<file path="src/rtl/ppfifo_stream_source_if.sv">
// Ping-pong FIFO read port plus the outgoing valid/ready stream, bundled for the stream source.
// The master modport is the stream source; the slave modport is the FIFO/sink side.
interface ppfifo_stream_source_if #(
    parameter int DATA_WIDTH = 32
);
    logic                  i_rd_ready;
    logic                  o_rd_activate;
    logic [23:0]           i_rd_count;
    logic                  o_rd_stb;
    logic [DATA_WIDTH-1:0] i_rd_data;
    logic [DATA_WIDTH-1:0] o_data;
    logic                  o_valid;
    logic                  i_ready;
    logic                  o_last;

    modport master (
        input  i_rd_ready,
        input  i_rd_count,
        input  i_rd_data,
        input  i_ready,
        output o_rd_activate,
        output o_rd_stb,
        output o_data,
        output o_valid,
        output o_last
    );

    modport slave (
        output i_rd_ready,
        output i_rd_count,
        output i_rd_data,
        output i_ready,
        input  o_rd_activate,
        input  o_rd_stb,
        input  o_data,
        input  o_valid,
        input  o_last
    );
endinterface

</file>
<file path="src/rtl/ppfifo_stream_source.sv">
// Claims a ready ping-pong FIFO buffer, drains its advertised word count and
// presents the words on a valid/ready stream with a last flag on the final word.
module ppfifo_stream_source #(
    parameter int DATA_WIDTH = 32
) (
    input  logic                          clk,
    input  logic                          rst,
    input  logic                          i_enable,
    output logic                          o_busy,
    ppfifo_stream_source_if.master        bus
);

    typedef enum logic [1:0] {
        ST_IDLE     = 2'd0,
        ST_ACTIVATE = 2'd1,
        ST_STREAM   = 2'd2,
        ST_RELEASE  = 2'd3
    } state_t;

    state_t                state_q, state_d;
    logic [23:0]           remaining_q, remaining_d;
    logic                  rd_activate_q, rd_activate_d;
    logic [DATA_WIDTH-1:0] data_q, data_d;
    logic                  valid_q, valid_d;
    logic                  last_q, last_d;
    logic                  load;

    // Word counter floors at zero so a stray decrement can never wrap to 24'hFFFFFF.
    function automatic logic [23:0] dec_floor(input logic [23:0] v);
        return (v == 24'd0) ? 24'd0 : v - 24'd1;
    endfunction

    always_comb begin
        state_d       = state_q;
        remaining_d   = remaining_q;
        rd_activate_d = rd_activate_q;
        data_d        = data_q;
        valid_d       = valid_q;
        last_d        = last_q;
        load          = 1'b0;

        case (state_q)
            ST_IDLE: begin
                if (i_enable && bus.i_rd_ready && !rd_activate_q) begin
                    rd_activate_d = 1'b1;
                    remaining_d   = bus.i_rd_count;
                    state_d       = ST_ACTIVATE;
                end
            end
            ST_ACTIVATE: begin
                state_d = (remaining_q == 24'd0) ? ST_RELEASE : ST_STREAM;
            end
            ST_STREAM: begin
                load = (remaining_q != 24'd0) && (!valid_q || bus.i_ready);
                if (load) begin
                    remaining_d = dec_floor(remaining_q);
                end
                if (remaining_d == 24'd0) begin
                    state_d = ST_RELEASE;
                end
            end
            ST_RELEASE: begin
                rd_activate_d = 1'b0;
                state_d       = ST_IDLE;
            end
            default: begin
                state_d = ST_IDLE;
            end
        endcase

        // A stalled word holds; an accepted word is replaced or retired.
        if (load) begin
            data_d  = bus.i_rd_data;
            valid_d = 1'b1;
            last_d  = (remaining_q == 24'd1);
        end else if (valid_q && bus.i_ready) begin
            valid_d = 1'b0;
            last_d  = 1'b0;
        end
    end

    always_ff @(posedge clk) begin
        if (rst) begin
            state_q       <= ST_IDLE;
            remaining_q   <= 24'd0;
            rd_activate_q <= 1'b0;
            data_q        <= '0;
            valid_q       <= 1'b0;
            last_q        <= 1'b0;
        end else begin
            state_q       <= state_d;
            remaining_q   <= remaining_d;
            rd_activate_q <= rd_activate_d;
            data_q        <= data_d;
            valid_q       <= valid_d;
            last_q        <= last_d;
        end
    end

    assign bus.o_rd_activate = rd_activate_q;
    assign bus.o_rd_stb      = load;
    assign bus.o_data        = data_q;
    assign bus.o_valid       = valid_q;
    assign bus.o_last        = last_q;
    assign o_busy            = (state_q != ST_IDLE) || valid_q;

endmodule

</file>
<file path="src/flat_wrapper.sv">
// flat-port wrapper written by rule: the top's interface ports become plain ports
module ppfifo_stream_source_flat 
#(
    parameter int DATA_WIDTH = 32
)
  (clk, rst, i_enable, o_busy, bus_i_rd_ready, bus_i_rd_count, bus_i_rd_data, bus_i_ready, bus_o_rd_activate, bus_o_rd_stb, bus_o_data, bus_o_valid, bus_o_last);
  ppfifo_stream_source_if #(.DATA_WIDTH(DATA_WIDTH)) bus_i ();
  input  logic clk;
  input  logic rst;
  input  logic i_enable;
  output logic o_busy;
  input wire logic [$bits(bus_i.i_rd_ready)-1:0] bus_i_rd_ready;
  input wire logic [$bits(bus_i.i_rd_count)-1:0] bus_i_rd_count;
  input wire logic [$bits(bus_i.i_rd_data)-1:0] bus_i_rd_data;
  input wire logic [$bits(bus_i.i_ready)-1:0] bus_i_ready;
  output wire logic [$bits(bus_i.o_rd_activate)-1:0] bus_o_rd_activate;
  output wire logic [$bits(bus_i.o_rd_stb)-1:0] bus_o_rd_stb;
  output wire logic [$bits(bus_i.o_data)-1:0] bus_o_data;
  output wire logic [$bits(bus_i.o_valid)-1:0] bus_o_valid;
  output wire logic [$bits(bus_i.o_last)-1:0] bus_o_last;
  assign bus_i.i_rd_ready = bus_i_rd_ready;
  assign bus_i.i_rd_count = bus_i_rd_count;
  assign bus_i.i_rd_data = bus_i_rd_data;
  assign bus_i.i_ready = bus_i_ready;
  assign bus_o_rd_activate = bus_i.o_rd_activate;
  assign bus_o_rd_stb = bus_i.o_rd_stb;
  assign bus_o_data = bus_i.o_data;
  assign bus_o_valid = bus_i.o_valid;
  assign bus_o_last = bus_i.o_last;
  ppfifo_stream_source #(.DATA_WIDTH(DATA_WIDTH)) u_core (.clk(clk), .rst(rst), .i_enable(i_enable), .o_busy(o_busy), .bus(bus_i));
endmodule
</file>
<file path="config.mk">
export PLATFORM = sky130hd
export DESIGN_NAME = ppfifo_stream_source_flat
export DESIGN_NICKNAME = d
export VERILOG_FILES = /design/src/rtl/ppfifo_stream_source_if.sv /design/src/rtl/ppfifo_stream_source.sv /design/src/flat_wrapper.sv
export SDC_FILE = /design/constraint.sdc
export NUM_CORES = 1
export LEC_CHECK = 0
export ABC_AREA = 1
export CAP_MARGIN = 40
export CORE_ASPECT_RATIO = 0.5
export CORE_MARGIN = 3
export CORE_UTILIZATION = 27
export DETAILED_ROUTE_END_ITERATION = 6
export MAX_ROUTING_LAYER = met4
export PLACE_DENSITY = 0.47
export REMOVE_ABC_BUFFERS = 1
export SLEW_MARGIN = 0
export SYNTH_ARGS = -nofsm -noshare
export SYNTH_HDL_FRONTEND = slang
export SYNTH_SLANG_ARGS = --single-unit
</file>
<file path="constraint.sdc">
create_clock -name clk -period 3.1 [get_ports clk]
set_clock_uncertainty 0.1 [all_clocks]
set_input_delay 0.93 -clock clk [delete_from_list [all_inputs] [get_ports clk]]
set_output_delay 0.93 -clock clk [all_outputs]
set_load 0.01 [all_outputs]
</file>
==> results.yml <==
timing:
  worstMarginPinSlew_ns: 0.6754
  relSlewSlack_pct: 54.81
  hold_violations: 0
  tns_ns: 0
  finalSetupViolCount: 0
  fin_crit_ns: 3.029
  timing.final.crit_share_pct: 97.69
  slew_violations: 0
  hold_ws_ns: 0.3912
  rsz0062_at_grt: "false"
  fmax_mhz: 330.2
synth:
  synth_area_sq_mm: 0.003635
  yosysTopAreaCell: "dfxtp_1"
  syn_inst: 563
  ys_async_sr_fraction_pct: 0
  yosysSeqAreaShare_pct: 33.60
  syn_avg_cell_area_sq_um: 6.456
  synth_ff_type: "dfxtp_1"
  synth.top_cell.area_share_pct: 33.60
  yosysWarnings: 0
  synth-edff-count: 0
  synthDistinctLibCells: 30
  synthTopCellsByArea: "dfxtp_1 34%, nor2_1 13%, nand2_1 12%, o21ai_0 5.6%, a221oi_1 4.8%"
  ys_ff_latch: 61
clock_tree:
  clk_pin_slew_worst_paths_ns: 0.05
  cts_buffers: 9
  cts.sink_count: 61
  cts_tree: "yes"
  insertion_delay_ns: 0.33
  clock_path_buffers: 2
  h-tree-depth: 3
  postCtsHoldBufs: 0
  cts.root.buffer_cell: "clkbuf_16"
  post_cts.repair.setup_buffers: 0
critical_path:
  path_class: "in -> out"
  required_ns: 2.07
  crit_path_start_kind: "input port"
  worst_setup_path_end_kind: "output pin"
  crit_fanout: 3
  worst-endpoint-arrival_ns: 2.00
placement:
  dp_cells: 825
  portBuffers: 97
  placedInstanceArea_sq_mm: 0.004892
  gp_congestion: 0.8658
  detailed_place_hpwl_um: 8364
die:
  pin_count: 98
  die_h_um: 88.05
  core_sq_mm: 0.01292
  die_x_um: 170.1
  fp.dieArea_sq_mm: 0.01498
  num_rows: 29
  start_util_pct: 28.14
route:
  vias: 3910
  wl_per_cell_um: 14.01
  firstDrtPassIters: 4
  drt_iter0_markers: 159
  finalWirelength_um: 11780
  final_antenna_net_count: 0
  drc_errors: 0
  drt-vias-per-instance: 4.649
layout:
  diodes: 0
  drive_gt1_share_pct: 9.687
  utilization_pct: 40.28
  area_delta_synth_final_pct: 43.17
  fin_cells: 841
  layout_commonest_cell: "nor2_1"
  layout_common_cells: "123 x nor2_1, 120 x nand2_1, 96 x clkdlybuf4s50_1"
  design_area_sq_mm: 0.005204
  nNetsFinal: 734
power_and_ir_drop:
  power_frac_seq_pct: 23.4
  p_comb_share_pct: 58.4
  powerDensity_mw_per_mm2: 1109
  p_sw_mw: 2.686
  irDropWorstVdd_v: 0.0003450
  p_int_mw: 3.085
  clock_power_share_pct: 18.2
  p_sw_share_pct: 46.54
  leakage_nw: 2.237
global_routing:
  grt_pass1_vias: 3836
  grtUsageTotal_pct: 16.55
  overflow: 0
  grt_antenna_before_repair: 0
  grt_pass1_wl_um: 19170
  grt_max_degree: 35
outcome:
  outcome: "completed"
hold_path:
  hold_path.class: "reg -> reg"
run:
  cap_violations: 0
critical path, cell delays in order:
cell and delay, ns:
clkdlybuf4s50_1 0.49, or2_4 0.15, nand2_4 0.06, nor2_4 0.12, clkdlybuf4s15_1 0.26
flip-flops by register name, indices dropped and copies added (netlist names):
name	flops
u_core.bus.o_rd_activate	1
u_core.bus.o_data	32
u_core.remaining_q	24
u_core.bus.o_valid	1
u_core.bus.o_last	1
u_core.state_q	2
layer usage:
layer,track usage [%],part of all wire [%]
met5,-,0
met3,4.824,5.1
met1,22.08,54
met4,3.974,1.0
met2,24.72,40
cell usage after synthesis (all sizes together), types with 2 or more instances:
cell	n
nor2	132
nand2	128
dfxtp	61
inv	47
o21ai	41
nand4	31
a21oi	29
nand3	29
a221oi	20
buf	15
clkbuf	14
ha	7
clkinv	2
xor2	2
power by group through the flow:
stage / Sequential (mW) / Clock [mW] / Combinational, mW
floorplan: 1.36 / 0 / 2.11
detailed placement: 1.36 / 0 / 3.38
global route: 1.39 / 1.13 / 3.84
CTS: 1.35 / 1.09 / 3.39
global placement: 1.36 / 0 / 3.37
finish: 1.35 / 1.05 / 3.37
metrics by stage:
step / setup WS (ns) / power, mW
6_report: 0.07147 / 5.771
5_1_grt: 0.007561 / 6.358
4_1_cts: 0.01391 / 5.835
3_5_place_dp: -0.3018 / 4.737
3_3_place_gp: -0.2981 / 4.729
2_1_floorplan: -1.075 / 3.473
final timing paths:
path                         endpoint  cells after the start                startpoint  slack [ns]
max                      bus_o_rd_stb                      5               bus_i_ready        0.07
min          u_core.bus.o_rd_activate                      2  u_core.bus.o_rd_activate        0.39
max reg2reg         u_core.state_q[1]                     18     u_core.remaining_q[1]        0.47
min reg2reg  u_core.bus.o_rd_activate                      2  u_core.bus.o_rd_activate        0.39
area by class of cell:
| type | count | area, sq um |
|---|---|---|
| Fill cell | 1424 | 7714 |
| Tap cell | 170 | 212.7 |
| Sequential cell | 61 | 1221 |
| Timing Repair Buffer | 121 | 1176 |
| Clock inverter | 6 | 70.07 |
| Clock buffer | 10 | 239.0 |
| Inverter | 49 | 183.9 |
| Multi-Input combinational cell | 424 | 2101 |
what timing repair did:
| item | in CTS | in global routing |
|---|---|---|
| endpoints found under the hold margin | 0 | 0 |
| setup endpoints to repair | 1 | 1 |
| resized for setup | 2 | 1 |
logic make-up (layout without fill, tap and decap cells):
logic type / Yosys count / count (layout) / synth area share [%]
xor+xnor: 3 / 3 / 0.7230
simple gates: 323 / 323 / 39.62
fa+ha+maj: 7 / 7 / 2.410
flops: 61 / 61 / 33.60
buf+inv: 78 / 186 / 8.985
compound gates: 91 / 91 / 14.66
Power figures use the tool's default switching activity.
